<file path="config.mk">
export PLATFORM = sky130hd
export DESIGN_NAME = fifo_ctrl
export DESIGN_NICKNAME = d
export VERILOG_FILES = /design/src/rtl/fifo_ctrl.sv
export SDC_FILE = /design/constraint.sdc
export NUM_CORES = 1
export LEC_CHECK = 0
export ABC_CLOCK_PERIOD_IN_PS = 4800
export BUFFER_PORTS_ARGS = -buffer_cell sky130_fd_sc_hd__buf_2
export CORE_ASPECT_RATIO = 0.9
export CORE_UTILIZATION = 39
export DETAILED_ROUTE_END_ITERATION = 16
export PLACE_DENSITY = 0.95
export SLEW_MARGIN = 20
export SYNTH_ARGS = -nofsm -noshare
export SYNTH_HDL_FRONTEND = slang
export SYNTH_SLANG_ARGS = --single-unit
</file>
<file path="constraint.sdc">
create_clock -name i_clk -period 4.8 [get_ports i_clk]
set_clock_uncertainty 0.05 [all_clocks]
set_input_delay 0.48 -clock i_clk [delete_from_list [all_inputs] [get_ports i_clk]]
set_output_delay 0.48 -clock i_clk [all_outputs]
set_load 0.02 [all_outputs]
</file>
<file path="src/rtl/fifo_ctrl.sv">
// First-word-fall-through FIFO controller driving an external 1-cycle registered-read memory.
// Optional registered watermarks are enabled by defining FIFO_CTRL_WATERMARK_EN.
module fifo_ctrl #(
  parameter int unsigned DATA_WIDTH = 32,
  parameter int unsigned ADDR_WIDTH = 5,
  parameter int unsigned AF_LEVEL   = 28,
  parameter int unsigned AE_LEVEL   = 4
) (
  input  logic                  i_clk,
  input  logic                  i_rst,
  input  logic                  i_flush,
  input  logic                  i_s_valid,
  output logic                  o_s_ready,
  input  logic [DATA_WIDTH-1:0] i_s_data,
  output logic                  o_m_valid,
  input  logic                  i_m_ready,
  output logic [DATA_WIDTH-1:0] o_m_data,
  output logic                  o_mem_wr_en,
  output logic [ADDR_WIDTH-1:0] o_mem_wr_addr,
  output logic [DATA_WIDTH-1:0] o_mem_wr_data,
  output logic                  o_mem_rd_en,
  output logic [ADDR_WIDTH-1:0] o_mem_rd_addr,
  input  logic [DATA_WIDTH-1:0] i_mem_rd_data,
  output logic [ADDR_WIDTH:0]   o_count,
  output logic                  o_full,
`ifdef FIFO_CTRL_WATERMARK_EN
  output logic                  o_almost_full,
  output logic                  o_almost_empty,
`endif
  output logic                  o_empty
);

  localparam int unsigned PTR_W = ADDR_WIDTH + 1;
  localparam int unsigned DEPTH = 2 ** ADDR_WIDTH;

  logic [PTR_W-1:0] wptr;
  logic [PTR_W-1:0] rptr;
  logic [PTR_W-1:0] ram_cnt;
  logic             head_vld;
  logic             push;
  logic             pop;
  logic             rd_en;

  // Occupancy and flags come from registered state only.
  assign ram_cnt = wptr - rptr;
  assign o_full  = (ram_cnt == PTR_W'(DEPTH));
  assign o_count = ram_cnt + PTR_W'(head_vld);
  assign o_empty = (o_count == '0);

  assign o_s_ready = !o_full && !i_rst && !i_flush;
  assign push      = i_s_valid && o_s_ready;
  assign o_m_valid = head_vld;
  assign pop       = head_vld && i_m_ready;
  // Refill the memory output register only when it is free or being consumed this cycle.
  assign rd_en     = (ram_cnt != '0) && (!head_vld || pop) && !i_flush;

  assign o_m_data      = i_mem_rd_data;
  assign o_mem_wr_en   = push;
  assign o_mem_wr_addr = i_flush ? '0 : wptr[ADDR_WIDTH-1:0];
  assign o_mem_wr_data = i_flush ? '0 : i_s_data;
  assign o_mem_rd_en   = rd_en;
  assign o_mem_rd_addr = i_flush ? '0 : rptr[ADDR_WIDTH-1:0];

  always_ff @(posedge i_clk) begin
    if (i_rst || i_flush) begin
      wptr     <= '0;
      rptr     <= '0;
      head_vld <= 1'b0;
    end else begin
      if (push) wptr <= wptr + PTR_W'(1);
      if (rd_en) begin
        rptr     <= rptr + PTR_W'(1);
        head_vld <= 1'b1;
      end else if (pop) begin
        head_vld <= 1'b0;
      end
    end
  end

`ifdef FIFO_CTRL_WATERMARK_EN
  // Watermarks lag o_count by one cycle.
  always_ff @(posedge i_clk) begin
    if (i_rst) begin
      o_almost_full  <= 1'b0;
      o_almost_empty <= 1'b1;
    end else begin
      o_almost_full  <= (o_count >= PTR_W'(AF_LEVEL));
      o_almost_empty <= (o_count <= PTR_W'(AE_LEVEL));
    end
  end
`endif

endmodule

</file>
## After elaboration in Yosys (flattened, before gate mapping)

Index checks and enable logic that the tools add are counted.
Widths: inputs -> output; s select.

- Bits in registers: 13
- Input port bits: 69

- Reductions and logical operators: 15
- Add/subtract/negate cells: 4
- Equal/unequal tests: 1
- Mux-type cells: 5

Operators by type and width:

| kind | count |
|---|---|
| $mux 32 | 1 |
| $add 6x1->6 const B | 2 |
| $mux 5 | 2 |
| $add 6x1->6 | 1 |
| $eq 6x6->1 const B | 1 |
| $logic_and 1x1->1 | 6 |
| $logic_not 6->1 | 1 |
| $reduce_bool 6->1 | 1 |
| $sub 6x6->6 | 1 |
| $logic_not 1->1 | 4 |
| $logic_or 1x1->1 | 2 |
| $mux 1 | 2 |
| $reduce_bool 2->1 | 1 |

## Depth between registers and ports, before layout

- Word-level depth: 6
- Gate-level depth with buffers: 11
- Gate-level depth less buffers: 10

## Worst setup path before layout

No wires, ideal clock.

- Path type: register to output
- Start point: reg wptr[0]
- End point: out o_empty
- Path buffers: 0
- Cell stages (with the launch flop): 11
- Slack: 1741 ps
- Data arrival time: 2529 ps
- Required time: 4270 ps
- Path through: dfxtp_1 -> inv_1 -> ha_1 -> inv_1 -> fa_1 -> xor2_1 -> nand3_2 -> a21oi_1 -> nand2_1 -> a211o_1 -> a2111oi_2

- Longest elaborated chain between the ends: 3

Ends and longest elaborated chain:

| what | line | text |
|---|---|---|
| start: declaration | 36 | `logic [PTR_W-1:0] wptr;` |
| start signal: assignment | 70 | `if (push) wptr <= wptr + PTR_W'(1);` |
| $sub 6x6->6 | 45 | `assign ram_cnt = wptr - rptr;` |
| $add 6x1->6 | 47 | `assign o_count = ram_cnt + PTR_W'(head_vld);` |
| $logic_not 6->1 | 48 | `assign o_empty = (o_count == '0);` |
| end: declaration | 30 | `output logic o_empty` |

Every way passes these cells.

## Worst setup path in the final report

Ends and elaborated chain as after synthesis.

==> run metrics <==
io pins 155; vias in the first global route 1379; asr flop ratio synth 0%; Period minus WS final 3.47 ns; flop-to-flop setup slack approximately 2 ns; core area 3760 µm²; share of post-route cells with drive strength above 1 39.0%; Hold Fails Final Rpt 0; Critical path buffers and inverters 3; HPWL Detailed 3.50 mm; Synthesized Nets roughly 290; final setup vio count 0; Slew Limit Fails 0; Synth Area in Simple Gates 32.0%; Buffers on Ports 90; Post-CTS Resized 0; worst-path fanout max 6; Pre-Repair DR Iteration Count 4; clock root buffer clkbuf_8; leading post-synthesis cells by cell area dfxtp_1, buf_4, nor2b_1, ha_1, a21oi_1; area leader, netlist dfxtp_1; Vias 1595; drt wl/cell 13.8 µm; vias per cell around 5.1; first-pass GRT wire length approximately 6.1 mm; Post-Synth XOR/XNOR Area 6.13%; Worst path max stage delay 0.44 ns; CTS Buffer Depth 2; final period utilization 72.2%; outcome finished clean; Slew @ Worst Pin 0.849 ns; Max-cap violations 0; WL final 4.27 mm; Compound-Gate Fraction of Synth Area around 15%; cell family with most CP delay compound AO/OA/AOI/OAI gates; die extent in y just over 60 µm; Die X 68.5 µm; power per cell area 413 nW/µm²; Routed Antenna Nets 0; CTS H-tree depth 1; post-synthesis mux area share 0.645%; Nets 344; post-synth cell types 38; Hold Path Class reg -> reg; critical-path cell list inv_1 -> ha_1 -> inv_1 -> fa_1 -> xor2_1 -> nand3_2 -> a21oi_1 -> nand2_1 -> a211o_1 -> a2111oi_2 -> buf_2; Post-synth EDFFs 0; unrepaired setup endpoints after global routing false; register area share after synthesis 16.8%; area share of the largest cell type after synthesis 16.8%; Slowest-stage cell, CP xor2_1; synth warn 0; die area 4230 µm²; initial antenna violation count 0; main flop type after synthesis dfxtp_1; Worst slew margin 43.3%; Synth Area in Adders 8.55%; largest family of logic cells by synthesized area simple AND/OR/NAND/NOR gates; most used cell, CP inv_1; storage element area 260 µm²; CTS tree done; DR iter-0 viols 73; WP data required 4.27 ns; Arr. time, crit path 2.94 ns; Clk Latency, worst-skew pair between 0.2 and 0.3 ns; GRT Util Overall 19.6%; TNS Setup 0 ns; Syn Inst Count 209; VDD IR-drop max 230 µV; Synth top cells by count nor2b_1, buf_4, a21oi_1, nor2_1, dfxtp_1; most frequent cell after synthesis nor2b_1; largest net degree at the start of global routing 45; Remaining DRCs 0; Tot Pwr 757 µW; Post-CTS Setup Inserts 0; CTS buffer count 3; cts hold-fix bufs 0; GRT overflow 0; CP Launch Type flip-flop; # fillers 386; Crit Path Category reg -> out; Synth-to-Final Area Change 18.2%; CP endpoint kind output pin; syn_area_per_cell 7.42 µm²; FMAX between 0.2 and 0.3 GHz; area occupied by multi-input gates just under 1000 µm²; static leakage around 0.00092 µW; Syn Std Cell Area about 1600 µm²; Starting Density between 40% and 50%; synthesized flop and latch total 13; clock slew at reported path FFs around 0.06 ns; Rows 21; Inserted Diodes 0; CTS sink cnt 13; Placer Congestion 0.838
==> placed cells by master (no fill, tap or decap), types with 2 or more instances in the layout <==
cell type	count
a2111oi_2	2
a21oi_1	15
buf_2	90
clkbuf_8	3
dfxtp_1	13
ha_1	9
inv_1	11
nand2_1	8
nand2b_1	2
nand3_1	5
nand4_1	3
nor2_1	15
nor2b_1	37
nor3_1	2
o21ai_0	3
o21ai_1	7
or3_1	9
xnor2_1	4
xor2_1	5
==> report_power, final <==
part           switching (µW)  internal [µW]
Sequential               11.7            118
Clock                    41.2           58.8
Combinational             332            196
Total                     385            372
==> per-layer routing <==
layer	global-route usage [%]	vias up	part of all wire [%]
met4	7.44	0	1.4
met2	33.1	75	49
met3	6.20	15	7.9
met5	0	-	0
li1	-	780	-
met1	23.4	725	41
==> area by class of cell <==
type	instances	area share, %
multi-input cells	145	53.0
repair buffers	91	25.0
flip-flops and latches	13	14.2
well taps	46	3.14
clock buffers	4	2.46
inverters	11	2.25
==> worst reg2reg max path: cells and delay by family, from the launching register on <==
family / cells / cell delay, ns
AND/OR/NAND/NOR: 2 / 0.60
adder cells (fa/ha/maj): 2 / 0.56
AO/OA/AOI/OAI: 3 / 0.45
XOR/XNOR: 1 / 0.44
flip-flops: 1 / 0.35
buffers and inverters: 3 / 0.34
==> registers in the layout (all words and copies together), names as in the netlist <==
signal     count
rptr           6
wptr           6
o_m_valid      1
==> per-stage QoR <==
step | utilization (%) | setup slack [ns] | cell area (µm²) | cells | hold WS, ns
2_1_floorplan | - | 1.74 | 1550 | 209 | 0.408
6_report | 48.8 | 1.33 | 1830 | 310 | 0.447
3_5_place_dp | 47.6 | 1.61 | 1790 | 306 | 0.445
3_3_place_gp | 47.6 | 1.73 | 1790 | 306 | 0.421
4_1_cts | 48.8 | 1.33 | 1830 | 310 | 0.452
5_1_grt | 48.8 | 1.12 | 1830 | 310 | 0.494
==> worst paths after layout <==
path                        startpoint                    to  depth (start not counted)
hold / removal    rptr[4]$_SDFFE_PP0P_  rptr[4]$_SDFFE_PP0P_                          2
setup reg to reg  wptr[0]$_SDFFE_PP0P_  rptr[5]$_SDFFE_PP0P_                         11
setup / recovery  wptr[0]$_SDFFE_PP0P_               o_empty                         11
hold reg to reg   rptr[4]$_SDFFE_PP0P_  rptr[4]$_SDFFE_PP0P_                          2
==> cells by family (layout without fill, tap and decap cells) <==
family / count (synthesis) / in the layout
multiplexers: 1 / 1
AND/OR/NAND/NOR: 88 / 88
flip-flops: 13 / 13
adder cells (fa/ha/maj): 10 / 10
XOR/XNOR: 10 / 10
AO/OA/AOI/OAI: 36 / 36
buffers and inverters: 51 / 106
No activity file was read; power rests on OpenSTA's default activity.
